## src/rtl/multicycle_control_unit.sv

```systemverilog
// Sequenced control unit for the multicycle MIPS datapath: FETCH, DECODE,
// EXEC, MEM, WB with cache handshakes, optional watchdog, retired-instruction
// counter and sticky HALT/ERROR states.
package cpu_types_pkg;
  typedef enum logic [3:0] {
    ALU_SLL  = 4'd0,
    ALU_SRL  = 4'd1,
    ALU_ADD  = 4'd2,
    ALU_SUB  = 4'd3,
    ALU_AND  = 4'd4,
    ALU_OR   = 4'd5,
    ALU_XOR  = 4'd6,
    ALU_NOR  = 4'd7,
    ALU_SLT  = 4'd8,
    ALU_SLTU = 4'd9
  } aluop_t;
endpackage

module multicycle_control_unit #(
  parameter int          WORD_W  = 32,
  parameter int          REG_AW  = 5,
  parameter int unsigned TIMEOUT = 0,
  parameter int          CNT_W   = 32
) (
  input  logic                        CLK,
  input  logic                        nRST,
  multicycle_control_unit_if.master   bus
);
  import cpu_types_pkg::*;

  typedef enum logic [2:0] {
    S_FETCH  = 3'd0,
    S_DECODE = 3'd1,
    S_EXEC   = 3'd2,
    S_MEM    = 3'd3,
    S_WB     = 3'd4,
    S_HALT   = 3'd5,
    S_ERROR  = 3'd6
  } state_t;

  localparam logic [5:0] OP_RTYPE = 6'h00;
  localparam logic [5:0] OP_J     = 6'h02;
  localparam logic [5:0] OP_JAL   = 6'h03;
  localparam logic [5:0] OP_BEQ   = 6'h04;
  localparam logic [5:0] OP_BNE   = 6'h05;
  localparam logic [5:0] OP_ADDIU = 6'h09;
  localparam logic [5:0] OP_ORI   = 6'h0D;
  localparam logic [5:0] OP_LUI   = 6'h0F;
  localparam logic [5:0] OP_LW    = 6'h23;
  localparam logic [5:0] OP_SW    = 6'h2B;
  localparam logic [5:0] OP_HALT  = 6'h3F;

  localparam logic [5:0] FN_JR    = 6'h08;
  localparam logic [5:0] FN_ADDU  = 6'h21;
  localparam logic [5:0] FN_SUBU  = 6'h23;
  localparam logic [5:0] FN_AND   = 6'h24;
  localparam logic [5:0] FN_OR    = 6'h25;
  localparam logic [5:0] FN_SLT   = 6'h2A;

  // Last wait-count value still allowed without a hit (0 when watchdog is off).
  localparam logic [31:0] TO_LAST = (TIMEOUT > 0) ? 32'(TIMEOUT - 1) : 32'd0;

  state_t            state_q, state_d;
  logic [31:0]       wait_q, wait_d;
  logic [CNT_W-1:0]  icount_q, icount_d;
  logic              err_q, err_d;

  // Instruction fields and decode results
  logic [5:0]  opcode_s, funct_s;
  logic [4:0]  rt_s, rd_s;
  logic        dec_valid_s, is_rtype_s, is_jr_s, is_j_s, is_jal_s, is_halt_s;
  logic        is_beq_s, is_bne_s, is_lw_s, is_sw_s;
  aluop_t      dec_aluop_s;
  logic        dec_alusrc_s;
  logic [1:0]  dec_extop_s;
  logic        unused_instr_s;

  // Handshakes are ignored while reset is held so no strobe escapes
  logic        ihit_s, dhit_s, timeout_s;

  // Control outputs
  logic        iren_s, dren_s, dwen_s, irwen_s, pcwen_s, alusrc_s, regwen_s;
  logic [1:0]  pcsrc_s, extop_s, memtoreg_s;
  aluop_t      aluop_s;
  logic [REG_AW-1:0] wsel_s;

  assign opcode_s       = bus.instr[31:26];
  assign rt_s           = bus.instr[20:16];
  assign rd_s           = bus.instr[15:11];
  assign funct_s        = bus.instr[5:0];
  assign unused_instr_s = ^bus.instr;

  assign ihit_s    = bus.ihit & nRST;
  assign dhit_s    = bus.dhit & nRST;
  assign timeout_s = (TIMEOUT != 0) && (wait_q == TO_LAST);

  // Instruction decode: classify instr and pick its ALU controls
  always_comb begin
    dec_valid_s  = 1'b1;
    is_rtype_s   = 1'b0;
    is_jr_s      = 1'b0;
    is_j_s       = 1'b0;
    is_jal_s     = 1'b0;
    is_halt_s    = 1'b0;
    is_beq_s     = 1'b0;
    is_bne_s     = 1'b0;
    is_lw_s      = 1'b0;
    is_sw_s      = 1'b0;
    dec_aluop_s  = ALU_ADD;
    dec_alusrc_s = 1'b1;
    dec_extop_s  = 2'd1;
    case (opcode_s)
      OP_RTYPE: begin
        is_rtype_s   = 1'b1;
        dec_alusrc_s = 1'b0;
        case (funct_s)
          FN_ADDU: dec_aluop_s = ALU_ADD;
          FN_SUBU: dec_aluop_s = ALU_SUB;
          FN_AND:  dec_aluop_s = ALU_AND;
          FN_OR:   dec_aluop_s = ALU_OR;
          FN_SLT:  dec_aluop_s = ALU_SLT;
          FN_JR:   is_jr_s     = 1'b1;
          default: dec_valid_s = 1'b0;
        endcase
      end
      OP_J:     is_j_s    = 1'b1;
      OP_JAL:   is_jal_s  = 1'b1;
      OP_HALT:  is_halt_s = 1'b1;
      OP_BEQ: begin
        is_beq_s     = 1'b1;
        dec_aluop_s  = ALU_SUB;
        dec_alusrc_s = 1'b0;
      end
      OP_BNE: begin
        is_bne_s     = 1'b1;
        dec_aluop_s  = ALU_SUB;
        dec_alusrc_s = 1'b0;
      end
      OP_ADDIU: dec_aluop_s = ALU_ADD;
      OP_ORI: begin
        dec_aluop_s = ALU_OR;
        dec_extop_s = 2'd0;
      end
      OP_LUI: begin
        dec_aluop_s = ALU_ADD;
        dec_extop_s = 2'd2;
      end
      OP_LW:    is_lw_s = 1'b1;
      OP_SW:    is_sw_s = 1'b1;
      default:  dec_valid_s = 1'b0;
    endcase
  end

  // FSM next-state and per-state control strobes
  always_comb begin
    state_d    = state_q;
    iren_s     = 1'b0;
    dren_s     = 1'b0;
    dwen_s     = 1'b0;
    irwen_s    = 1'b0;
    pcwen_s    = 1'b0;
    pcsrc_s    = 2'd0;
    aluop_s    = ALU_ADD;
    alusrc_s   = 1'b0;
    extop_s    = 2'd0;
    regwen_s   = 1'b0;
    wsel_s     = '0;
    memtoreg_s = 2'd0;
    case (state_q)
      S_FETCH: begin
        iren_s = 1'b1;
        if (ihit_s) begin
          irwen_s = 1'b1;
          pcwen_s = 1'b1;
          pcsrc_s = 2'd0;
          state_d = S_DECODE;
        end else if (timeout_s) begin
          state_d = S_ERROR;
        end else begin
          state_d = S_FETCH;
        end
      end
      S_DECODE: begin
        if (!dec_valid_s) begin
          state_d = S_ERROR;
        end else if (is_halt_s) begin
          state_d = S_HALT;
        end else if (is_j_s) begin
          pcwen_s = 1'b1;
          pcsrc_s = 2'd2;
          state_d = S_FETCH;
        end else if (is_jal_s) begin
          pcwen_s    = 1'b1;
          pcsrc_s    = 2'd2;
          regwen_s   = 1'b1;
          wsel_s     = REG_AW'(5'd31);
          memtoreg_s = 2'd2;
          state_d    = S_FETCH;
        end else begin
          state_d = S_EXEC;
        end
      end
      S_EXEC: begin
        aluop_s  = dec_aluop_s;
        alusrc_s = dec_alusrc_s;
        extop_s  = dec_extop_s;
        if (is_beq_s) begin
          pcwen_s = bus.zero;
          pcsrc_s = 2'd1;
          state_d = S_FETCH;
        end else if (is_bne_s) begin
          pcwen_s = ~bus.zero;
          pcsrc_s = 2'd1;
          state_d = S_FETCH;
        end else if (is_jr_s) begin
          pcwen_s = 1'b1;
          pcsrc_s = 2'd3;
          state_d = S_FETCH;
        end else if (is_lw_s || is_sw_s) begin
          state_d = S_MEM;
        end else begin
          state_d = S_WB;
        end
      end
      S_MEM: begin
        // Address computation stays valid while the cache is busy
        aluop_s  = dec_aluop_s;
        alusrc_s = dec_alusrc_s;
        extop_s  = dec_extop_s;
        if (is_lw_s) begin
          dren_s = 1'b1;
          if (dhit_s) begin
            irwen_s = 1'b1;
            state_d = S_WB;
          end else if (timeout_s) begin
            state_d = S_ERROR;
          end else begin
            state_d = S_MEM;
          end
        end else if (is_sw_s) begin
          dwen_s = 1'b1;
          if (dhit_s) begin
            state_d = S_FETCH;
          end else if (timeout_s) begin
            state_d = S_ERROR;
          end else begin
            state_d = S_MEM;
          end
        end else begin
          state_d = S_ERROR;
        end
      end
      S_WB: begin
        // ALU result must still be valid for non-load writebacks
        aluop_s    = dec_aluop_s;
        alusrc_s   = dec_alusrc_s;
        extop_s    = dec_extop_s;
        regwen_s   = 1'b1;
        wsel_s     = is_rtype_s ? REG_AW'(rd_s) : REG_AW'(rt_s);
        memtoreg_s = is_lw_s ? 2'd1 : 2'd0;
        state_d    = S_FETCH;
      end
      S_HALT:  state_d = S_HALT;
      S_ERROR: state_d = S_ERROR;
      default: state_d = S_ERROR;
    endcase
  end

  // Watchdog wait counter, retired-instruction counter and sticky error
  always_comb begin
    wait_d   = 32'd0;
    icount_d = icount_q;
    err_d    = err_q | (state_d == S_ERROR);
    if (state_d != state_q) begin
      wait_d = 32'd0;
    end else if ((state_q == S_FETCH && !ihit_s) || (state_q == S_MEM && !dhit_s)) begin
      wait_d = wait_q + 32'd1;
    end else begin
      wait_d = 32'd0;
    end
    if (state_d == S_FETCH && (state_q == S_DECODE || state_q == S_EXEC ||
                               state_q == S_MEM || state_q == S_WB)) begin
      icount_d = icount_q + CNT_W'(1);
    end else begin
      icount_d = icount_q;
    end
  end

  // State and counter registers with asynchronous abort on reset
  always_ff @(posedge CLK or negedge nRST) begin
    if (!nRST) begin
      state_q  <= S_FETCH;
      wait_q   <= 32'd0;
      icount_q <= '0;
      err_q    <= 1'b0;
    end else begin
      state_q  <= state_d;
      wait_q   <= wait_d;
      icount_q <= icount_d;
      err_q    <= err_d;
    end
  end

  assign bus.iREN     = iren_s;
  assign bus.dREN     = dren_s;
  assign bus.dWEN     = dwen_s;
  assign bus.irWEN    = irwen_s;
  assign bus.pcWEN    = pcwen_s;
  assign bus.pcsrc    = pcsrc_s;
  assign bus.aluop    = aluop_s;
  assign bus.alusrc   = alusrc_s;
  assign bus.extop    = extop_s;
  assign bus.regWEN   = regwen_s;
  assign bus.wsel     = wsel_s;
  assign bus.memtoreg = memtoreg_s;
  assign bus.halt     = (state_q == S_HALT) || (state_q == S_ERROR);
  assign bus.err      = err_q;
  assign bus.state    = state_q;
  assign bus.icount   = icount_q;
endmodule

```

## src/rtl/multicycle_control_unit_if.sv

```systemverilog
// Control-unit <-> datapath/cache bundle for the multicycle MIPS core.
// The master side is the control unit; the slave side is the datapath/caches.
// aluop carries the 4-bit cpu_types_pkg::aluop_t encoding.
interface multicycle_control_unit_if #(
  parameter int WORD_W = 32,
  parameter int REG_AW = 5,
  parameter int CNT_W  = 32
);
  logic [WORD_W-1:0] instr;
  logic              ihit;
  logic              dhit;
  logic              zero;
  logic              iREN;
  logic              dREN;
  logic              dWEN;
  logic              irWEN;
  logic              pcWEN;
  logic [1:0]        pcsrc;
  logic [3:0]        aluop;
  logic              alusrc;
  logic [1:0]        extop;
  logic              regWEN;
  logic [REG_AW-1:0] wsel;
  logic [1:0]        memtoreg;
  logic              halt;
  logic              err;
  logic [2:0]        state;
  logic [CNT_W-1:0]  icount;

  modport master (
    input  instr, ihit, dhit, zero,
    output iREN, dREN, dWEN, irWEN, pcWEN, pcsrc, aluop, alusrc, extop,
           regWEN, wsel, memtoreg, halt, err, state, icount
  );

  modport slave (
    output instr, ihit, dhit, zero,
    input  iREN, dREN, dWEN, irWEN, pcWEN, pcsrc, aluop, alusrc, extop,
           regWEN, wsel, memtoreg, halt, err, state, icount
  );
endinterface

```

## src/flat_wrapper.sv

```systemverilog
// flat-port wrapper written by rule: the top's interface ports become plain ports
module multicycle_control_unit_flat import cpu_types_pkg::*;
#(
  parameter int          WORD_W  = 32,
  parameter int          REG_AW  = 5,
  parameter int unsigned TIMEOUT = 0,
  parameter int          CNT_W   = 32
)
  (CLK, nRST, bus_instr, bus_ihit, bus_dhit, bus_zero, bus_iREN, bus_dREN, bus_dWEN, bus_irWEN, bus_pcWEN, bus_pcsrc, bus_aluop, bus_alusrc, bus_extop, bus_regWEN, bus_wsel, bus_memtoreg, bus_halt, bus_err, bus_state, bus_icount);
  multicycle_control_unit_if #(.WORD_W(WORD_W), .REG_AW(REG_AW), .CNT_W(CNT_W)) bus_i ();
  input  logic CLK;
  input  logic nRST;
  input wire logic [$bits(bus_i.instr)-1:0] bus_instr;
  input wire logic [$bits(bus_i.ihit)-1:0] bus_ihit;
  input wire logic [$bits(bus_i.dhit)-1:0] bus_dhit;
  input wire logic [$bits(bus_i.zero)-1:0] bus_zero;
  output wire logic [$bits(bus_i.iREN)-1:0] bus_iREN;
  output wire logic [$bits(bus_i.dREN)-1:0] bus_dREN;
  output wire logic [$bits(bus_i.dWEN)-1:0] bus_dWEN;
  output wire logic [$bits(bus_i.irWEN)-1:0] bus_irWEN;
  output wire logic [$bits(bus_i.pcWEN)-1:0] bus_pcWEN;
  output wire logic [$bits(bus_i.pcsrc)-1:0] bus_pcsrc;
  output wire logic [$bits(bus_i.aluop)-1:0] bus_aluop;
  output wire logic [$bits(bus_i.alusrc)-1:0] bus_alusrc;
  output wire logic [$bits(bus_i.extop)-1:0] bus_extop;
  output wire logic [$bits(bus_i.regWEN)-1:0] bus_regWEN;
  output wire logic [$bits(bus_i.wsel)-1:0] bus_wsel;
  output wire logic [$bits(bus_i.memtoreg)-1:0] bus_memtoreg;
  output wire logic [$bits(bus_i.halt)-1:0] bus_halt;
  output wire logic [$bits(bus_i.err)-1:0] bus_err;
  output wire logic [$bits(bus_i.state)-1:0] bus_state;
  output wire logic [$bits(bus_i.icount)-1:0] bus_icount;
  assign bus_i.instr = bus_instr;
  assign bus_i.ihit = bus_ihit;
  assign bus_i.dhit = bus_dhit;
  assign bus_i.zero = bus_zero;
  assign bus_iREN = bus_i.iREN;
  assign bus_dREN = bus_i.dREN;
  assign bus_dWEN = bus_i.dWEN;
  assign bus_irWEN = bus_i.irWEN;
  assign bus_pcWEN = bus_i.pcWEN;
  assign bus_pcsrc = bus_i.pcsrc;
  assign bus_aluop = bus_i.aluop;
  assign bus_alusrc = bus_i.alusrc;
  assign bus_extop = bus_i.extop;
  assign bus_regWEN = bus_i.regWEN;
  assign bus_wsel = bus_i.wsel;
  assign bus_memtoreg = bus_i.memtoreg;
  assign bus_halt = bus_i.halt;
  assign bus_err = bus_i.err;
  assign bus_state = bus_i.state;
  assign bus_icount = bus_i.icount;
  multicycle_control_unit #(.WORD_W(WORD_W), .REG_AW(REG_AW), .TIMEOUT(TIMEOUT), .CNT_W(CNT_W)) u_core (.CLK(CLK), .nRST(nRST), .bus(bus_i));
endmodule
```

## config.mk

```make
export PLATFORM = sky130hd
export DESIGN_NAME = multicycle_control_unit_flat
export DESIGN_NICKNAME = d
export VERILOG_FILES = /design/src/rtl/multicycle_control_unit.sv /design/src/rtl/multicycle_control_unit_if.sv /design/src/flat_wrapper.sv
export SDC_FILE = /design/constraint.sdc
export NUM_CORES = 1
export LEC_CHECK = 0
export ABC_AREA = 0
export CORE_ASPECT_RATIO = 1.4
export CORE_UTILIZATION = 43
export DETAILED_ROUTE_END_ITERATION = 6
export PLACE_DENSITY = 0.81
export SYNTH_ARGS = -nofsm -noshare
export SYNTH_HDL_FRONTEND = slang
export SYNTH_SLANG_ARGS = --single-unit
```

## constraint.sdc

```tcl
create_clock -name CLK -period 3.4 [get_ports CLK]
set_input_delay 0.68 -clock CLK [delete_from_list [all_inputs] [get_ports CLK]]
set_output_delay 0.68 -clock CLK [all_outputs]
set_load 0.02 [all_outputs]
```

# After elaboration in Yosys (flattened, before gate mapping)

Cells that the tools add are included.

Register bits after elaboration: 36
Bits of input ports: 37
Output and inout port bits: 59
Word-level logic and storage cells: 119

Add/sub/neg operators: 1
Equality and inequality tests: 23
Multiplexer cells: 74
Bitwise operators: 4
Reductions and logical operators: 14

Operators by type and width:

| operator                                                              | count |
|---|---|
| 6-bit equality test, second input constant                            | 8 |
| 1-bit 2-to-1 mux                                                      | 34 |
| 32-bit by 1-bit adder with 32-bit output, second input constant       | 1 |
| 3-bit 2-to-1 mux                                                      | 10 |
| 2-bit 2-to-1 mux                                                      | 13 |
| 5-bit 2-to-1 mux                                                      | 5 |
| 6-bit by 4-bit equality test with 1-bit output, second input constant | 4 |
| 3-bit case mux with 6 select lines                                    | 1 |
| 4-bit case mux with 4 select lines                                    | 1 |
| 3-bit equality test, second input constant                            | 4 |
| 6-bit by 2-bit equality test with 1-bit output, second input constant | 2 |
| 6-bit by 3-bit equality test with 1-bit output, second input constant | 2 |
| 2-bit case mux with 2 select lines                                    | 3 |
| 4-bit case mux with 3 select lines                                    | 1 |
| 5-bit case mux with 2 select lines                                    | 1 |
| 10-bit OR reduction                                                   | 1 |
| 3-bit by 2-bit equality test with 1-bit output, second input constant | 2 |
| 3-bit logical NOT                                                     | 2 |
| 6-bit logical NOT                                                     | 1 |
| 1-bit case mux with 2 select lines                                    | 3 |
| 3-bit OR reduction                                                    | 2 |
| 6-bit OR reduction                                                    | 1 |
| 1-bit logical OR                                                      | 5 |
| 4-bit 2-to-1 mux                                                      | 1 |
| other kinds (7)                                                       | 8 |

# Depth between registers and ports, before layout

Gate-level depths: netlist of the first run.

Word-level depth: 10
Mapped depth: 9
Mapped depth without buffers: 7

# Worst setup path before layout of the first run

No wires, ideal clock.

Kind: input-to-output
Start point: in bus_instr[30]
End point: out bus_irWEN
Arrival time: 2.625 ns
Data required time: 2.720 ns
Path slack: 0.095 ns
Stages: 6
Cells stage by stage: or2_1 > or2_1 > buf_2 > nor4b_1 > a22oi_1 > nor2b_1

Cells in the longest elaborated chain, start to end: 4

Ends and longest elaborated chain:

| item                               | RTL line                       | RTL |
|---|---|---|
| start: declaration                 | flat_wrapper.sv:13             | `input wire logic [$bits(bus_i.instr)-1:0] bus_instr;` |
| 6-bit equality test                | multicycle_control_unit.sv:112 | `case (opcode_s)` |
| 1-bit 2-to-1 mux                   | multicycle_control_unit.sv:112 |  |
| 1-bit 2-to-1 mux                   | multicycle_control_unit.sv:230 | `if (is_lw_s) begin` |
| 1-bit case mux with 2 select lines | multicycle_control_unit.sv:169 | `case (state_q)` |
| end: declaration                   | flat_wrapper.sv:20             | `output wire logic [$bits(bus_i.irWEN)-1:0] bus_irWEN;` |

Every way passes these cells.

# Final worst setup path of the first run

Start point: in bus_instr[30]
End point: out bus_pcWEN

Cells in the longest elaborated chain, start to end: 7

Ends and longest elaborated chain:

| item                                           | RTL line                       | RTL |
|---|---|---|
| 6-bit by 2-bit equality test with 1-bit output | multicycle_control_unit.sv:112 |  |
| 1-bit 2-to-1 mux                               | multicycle_control_unit.sv:112 |  |
| 1-bit 2-to-1 mux                               | multicycle_control_unit.sv:192 | `end else if (is_jal_s) begin` |
| 1-bit 2-to-1 mux                               | multicycle_control_unit.sv:188 | `end else if (is_j_s) begin` |
| 1-bit 2-to-1 mux                               | multicycle_control_unit.sv:186 | `end else if (is_halt_s) begin` |
| 1-bit 2-to-1 mux                               | multicycle_control_unit.sv:184 | `if (!dec_valid_s) begin` |
| 1-bit case mux with 3 select lines *           | multicycle_control_unit.sv:169 |  |
| end: declaration                               | flat_wrapper.sv:21             | `output wire logic [$bits(bus_i.pcWEN)-1:0] bus_pcWEN;` |

Mark *: on every way between the ends. The rest lies on a longest branch, timed or not.

==> flow_metrics.env, run 1 <==
export IMPL_synth_top_area_frac=0.395
export IMPL_yosysMostFrequentCell="dfrtp_1"
export IMPL_clock_latency_ns=0.29
export IMPL_cts_root_buffer="clkbuf_8"
export IMPL_syn_nets=282
export IMPL_hold_ws_ns=0.489
export IMPL_cp_cell_sequence="clkdlybuf4s50_1 -> or4_4 -> or4b_4 -> a21boi_2 -> o21ai_1 -> nand2_1 -> buf_4"
export IMPL_timing_fmax_mhz=297
export IMPL_wl_per_cell_um=14.1
export IMPL_min_to="u_core.bus.err"
export IMPL_placed_cell_area_sq_mm=0.00336
export IMPL_synth_common_cells="dfrtp_1, xnor2_1, nand3_1"
export IMPL_cts_tree="built"
export IMPL_grt_max_degree=38
export IMPL_seq_area_sq_um=901
export IMPL_layout_drive_gt1_share=0.189
export IMPL_critPathKind="in2out"
export IMPL_critPathSlowestCell="or4_4"
export IMPL_syn2layout_area_growth_pct=53.2
export IMPL_worst_clock_skew_ns=0.00454
export IMPL_r2r_slack_ns=0.88
export IMPL_synth_top_family_by_area="simple AND/OR/NAND/NOR gates"
export IMPL_synth_xor_area_frac=0.130
export IMPL_worstMarginPinSlew_ns=0.802
export IMPL_r2r_start="u_core.bus.state[1]"
export IMPL_synth_top_area_cell="dfrtp_1"
export IMPL_r2r_end="u_core.bus.icount[14]"
export IMPL_vias_per_cell=5.44
export IMPL_overflow=0
export IMPL_htreeDepth=2
export IMPL_setup_viol=0
export IMPL_yosysWarnings=0
export IMPL_synthArstFlopShare=1.00
export IMPL_startpoint_type="primary input"
export IMPL_finalMaxSlewViolations=0
export IMPL_fp_dieH_um=88.2
export IMPL_antenna_found_initial=0
export IMPL_finalSetupTns_ns=0
export IMPL_io_buffers=85
export IMPL_routabilityCongestion=0.851
export IMPL_power_density_mw_per_mm2=501
export IMPL_placement_rows=31
export IMPL_fin_crit_ns=3.37
export IMPL_nNetsFinal=391
export IMPL_rr_worst_depth=8
export IMPL_synth_main_ff_cell="dfrtp_1"
export IMPL_clk_pin_slew_ns=0.06
export IMPL_fillers=405
export IMPL_vdd_drop_max_uv=227
export IMPL_period_share=0.990
export IMPL_synth_area_sq_mm=0.00228
export IMPL_core_area_sq_mm=0.00516
export IMPL_synth_edf_count=0
export IMPL_synthMuxAreaShare=0.0268
export IMPL_first_pass_iters=4
export IMPL_synth_cell_types=49
export IMPL_dp_cells=412
export IMPL_maxCapViolations=0
export IMPL_start_util=0.443
export IMPL_rsz0062_at_grt="true"
export IMPL_drc_errors=0
export IMPL_worstHoldPathCells=1
export IMPL_detail_route_antenna_nets=0
export IMPL_cp_end_kind="primary output"
export IMPL_boundaryPins=96
export IMPL_synth_seq_area_share=0.395
export IMPL_grtUsageTotal=0.224
export IMPL_cts_buffers=5
export IMPL_synth_compound_gate_area_share=0.0827
export IMPL_routed_wirelength_um=5930
export IMPL_yosys_area_share_simple=0.328
export IMPL_fin_cells=420
export IMPL_grt_pass1_vias=2176
export IMPL_multi_input_area_sq_mm=0.00138
export IMPL_maxSlewHeadroom=0.461
export IMPL_final_area_sq_mm=0.00350
export IMPL_clock_path_buffers=2
export IMPL_hold_class="reg2reg"
export IMPL_synth_fa_ha_area_frac=0.00548
export IMPL_required_ns=2.72
export IMPL_grt_pass1_wl_um=9740
export IMPL_ys_ff_latch=36
export IMPL_hold_violations=0
export IMPL_status="completed"
export IMPL_dieArea_sq_mm=0.00561
export IMPL_cp_max_fo=4
export IMPL_cts_hold_buf=0
export IMPL_min_delay_start="u_core.bus.err"
export IMPL_synth_area_leaders="dfrtp_1, xnor2_1, nand3_1"
export IMPL_cellLeakagePower_nw=1.52
export IMPL_cts_sinks=36
export IMPL_max_stage_delay_ns=0.57
export IMPL_fin_util=0.678
export IMPL_dp_hpwl_um=4620
export IMPL_drt_iter0_markers=77
export IMPL_synthCells=244
export IMPL_diodes=0
export IMPL_die_w_um=63.6
export IMPL_syn_avg_cell_area_sq_um=9.36
export IMPL_cp_arrival_ns=2.69
export IMPL_dr_total_vias=2283
-- cells in the final DEF (no fill, tap or decap), types with 3 or more instances in the layout --
cell              n
clkbuf_8          5
nand3b_1          3
or3_1             3
a21o_1            5
and3_1           11
inv_1             4
buf_4            31
nand2_1          14
dlygate4sd2_1     7
xor2_1            3
a21oi_1           5
mux2i_1           5
nand3_1          17
xnor2_1          31
o21ai_1           4
nand2b_1          8
nand4_1          13
dfrtp_1          36
nor2_1           12
clkdlybuf4s50_1  64
and4_1            3
and2_1            6
nor3_1            6
o21ai_0           6
buf_2             5
-- power breakdown --
group / internal, mW / switching [mW]
sequential: 0.476 / 0.0924
combinational: 0.368 / 0.450
clock: 0.217 / 0.149
total: 1.06 / 0.691
-- routing by layer --
metal / wire length (um) / part of all wire / vias up / global-route usage
li1: - / - / 1095 / -
met1: 2290 / 0.39 / 1079 / 0.240
met2: 3210 / 0.54 / 94 / 0.419
met3: 246 / 0.041 / 15 / 0.0361
met4: 185 / 0.031 / 0 / 0.120
met5: 0 / 0 / - / 0
-- how the worst max path moves through the flow --
stage / from / end / depth (start not counted)
4_1_cts: bus_instr[31] / bus_pcWEN / 7
3_3_place_gp: bus_instr[31] / bus_aluop[0] / 7
3_5_place_dp: bus_instr[31] / bus_pcWEN / 7
5_1_grt: bus_instr[30] / bus_pcWEN / 7
2_1_floorplan: bus_instr[30] / bus_irWEN / 6
6_report: bus_instr[30] / bus_pcWEN / 7
-- through the flow --
step | total power, mW | worst slack (ns)
floorplan | 1.04 | 0.0950
global placement | 1.37 | -0.455
detailed placement | 1.38 | -0.477
CTS | 1.73 | -0.00105
global route | 1.86 | -0.0485
finish | 1.75 | 0.0339
-- worst max-delay path: cells and delay by family --
kind / cells / cell delay (ns)
AOI/OAI and AO/OA: 2 / 0.23
buffers and inverters: 2 / 0.57
and+or+nand+nor: 3 / 1.20
-- area by class of cell --
type,instances,share of cell area
Sequential cell,36,0.258
Timing Repair Buffer,113,0.291
Inverter,4,0.00429
Multi-Input combinational cell,193,0.393
Clock buffer,6,0.0208
Clock inverter,2,0.0100
Tap cell,66,0.0236
-- flip-flops by register name, indices dropped and copies added, names as in the netlist --
name / count
u_core.bus.state: 3
u_core.bus.icount: 32
u_core.bus.err: 1
-- cell families (layout without fill, tap and decap cells) --
family,Yosys count,in the layout
flip-flops,36,36
buffers and inverters,15,125
multiplexers,6,6
adder cells (fa/ha/maj),1,1
XOR/XNOR,34,34
AND/OR/NAND/NOR,122,122
AO/OA/AOI/OAI,30,30
-- repair_timing --
item                       4_1_cts  5_1_grt
setup endpoints to repair       19       41
resized for setup               60       23
setup buffers                    0        0
pin swaps                        1        5
Note: power is estimated with default switching activity, not from simulation.
==> run 2: changes to the inputs <==
Settings changed: PLACE_DENSITY 0.81 to 0.78, SKIP_CTS_REPAIR_TIMING set to 1.
==> flow_metrics.env, run 2 (synthesized netlist as in run 1, its figures left out) <==
export IMPL_detail_route_antenna_nets=0
export IMPL_htreeDepth=2
export IMPL_wl_per_cell_um=14.1
export IMPL_cellLeakagePower_nw=1.68
export IMPL_worst_clock_skew_ns=0.00532
export IMPL_routed_wirelength_um=5930
export IMPL_period_share=0.999
export IMPL_setup_viol=0
export IMPL_nNetsFinal=393
export IMPL_cts_root_buffer="clkbuf_8"
export IMPL_placement_rows=31
export IMPL_required_ns=2.72
export IMPL_maxSlewHeadroom=0.496
export IMPL_pre_cts_ws_ns=-0.535
export IMPL_fillers=412
export IMPL_grtUsageTotal=0.216
export IMPL_rsz0062_at_grt="true"
export IMPL_grt_pass1_wl_um=9580
export IMPL_rr_worst_depth=8
export IMPL_startpoint_type="primary input"
export IMPL_drt_iter0_markers=80
export IMPL_diodes=0
export IMPL_r2r_start="u_core.bus.state[1]"
export IMPL_final_common_cell="clkdlybuf4s50_1"
export IMPL_clock_latency_ns=0.29
export IMPL_cts_buffers=5
export IMPL_vdd_drop_max_uv=304
export IMPL_r2r_end="u_core.bus.icount[21]"
export IMPL_finalMaxSlewViolations=0
export IMPL_drc_errors=0
export IMPL_largest_register_ffs=32
export IMPL_antenna_found_initial=0
export IMPL_hold_ws_ns=0.203
export IMPL_first_pass_iters=4
export IMPL_grt_pass1_vias=2095
export IMPL_timing_fmax_mhz=294
export IMPL_io_buffers=85
export IMPL_clk_pin_slew_ns=0.06
export IMPL_boundaryPins=96
export IMPL_core_area_sq_mm=0.00516
export IMPL_r2r_slack_ns=0.81
export IMPL_hold_class="in2async"
export IMPL_cp_max_fo=4
export IMPL_dp_hpwl_um=4720
export IMPL_die_w_um=63.6
export IMPL_finalWorstSetupSlack_ns=0.00319
export IMPL_layout_drive_gt1_share=0.183
export IMPL_cp_arrival_ns=2.72
export IMPL_critPathKind="in2out"
export IMPL_hold_violations=0
export IMPL_dr_total_vias=2248
export IMPL_routabilityCongestion=0.835
export IMPL_clock_path_buffers=2
export IMPL_fin_crit_ns=3.40
export IMPL_power_density_mw_per_mm2=482
export IMPL_cts_tree="built"
export IMPL_most_common_layout_cells="clkdlybuf4s50_1, dfrtp_1, buf_4"
export IMPL_syn2layout_area_growth_pct=55.1
export IMPL_grt_max_degree=36
export IMPL_maxCapViolations=0
export IMPL_fp_dieH_um=88.2
export IMPL_start_util=0.443
export IMPL_vias_per_cell=5.34
export IMPL_cp_end_kind="primary output"
export IMPL_cts_sinks=36
export IMPL_dieArea_sq_mm=0.00561
export IMPL_worstMarginPinSlew_ns=0.750
export IMPL_status="completed"
export IMPL_overflow=0
-- run 2: changes by cell type in the layout (fill, tap and decap cells not counted), moves of 2 or more --
cell            before  now
nor3_4               2    0
buf_2                5    3
dlymetal6s2s_1       1   13
dlygate4sd2_1        7    0
clkbuf_8             5    7
nor3_2               0    2
-- run 2: worst max-delay path by stage --
stage,from,end,slack (ns),depth (start not counted)
4_1_cts,bus_instr[31],bus_aluop[0],-0.55,7
3_5_place_dp,bus_instr[31],bus_aluop[0],-0.53,7
3_3_place_gp,bus_instr[31],bus_aluop[0],-0.46,7
6_report,bus_instr[31],bus_aluop[0],0.003,7
5_1_grt,bus_instr[31],bus_aluop[0],-0.10,7
2_1_floorplan,bus_instr[30],bus_irWEN,0.09,6
-- run 2: report_power, final --
| part | switching (mW) | internal (mW) | total [mW] |
|---|---|---|---|
| sequential | 0.0924 | 0.477 | 0.569 |
| clock | 0.141 | 0.180 | 0.321 |
| combinational | 0.439 | 0.377 | 0.816 |
| total | 0.672 | 1.03 | 1.71 |
-- run 2: metrics by stage --
step / power [mW] / cell area, sq um / setup TNS [ns] / std cells / util
after global routing: 1.81 / 3540 / -0.105 / 421 / 0.686
after floorplan: 1.04 / 2280 / 0 / 244 / -
after global placement: 1.38 / 3380 / -7.66 / 414 / 0.655
after CTS: 1.71 / 3470 / -5.75 / 421 / 0.674
final: 1.71 / 3540 / 0 / 421 / 0.686
after detailed placement: 1.39 / 3380 / -11.63 / 414 / 0.655
-- run 2: worst max-delay path, cell delays in order --
cell and delay, ns:
clkdlybuf4s50_1 0.42, or4_4 0.53, nor3_2 0.20, nand2_1 0.12, or3_1 0.37, a31oi_1 0.22
buf_4 0.18
-- run 2: metal layers --
| metal | wire length, um | up-vias | share of wire | track usage |
|---|---|---|---|---|
| met1 | 2250 | 1061 | 0.38 | 0.224 |
| met3 | 294 | 11 | 0.050 | 0.0425 |
| li1 | - | 1094 | - | - |
| met4 | 121 | 0 | 0.020 | 0.0971 |
| met2 | 3260 | 82 | 0.55 | 0.416 |
| met5 | 0 | - | 0 | 0 |
-- run 2: area by class of cell --
type | instances | area (sq um) | area share
Sequential cell | 36 | 901 | 0.254
Multi-Input combinational cell | 193 | 1370 | 0.386
Inverter | 4 | 15.0 | 0.00424
Timing Repair Buffer | 115 | 1080 | 0.305
Clock buffer | 7 | 96.3 | 0.0272
Tap cell | 66 | 82.6 | 0.0233
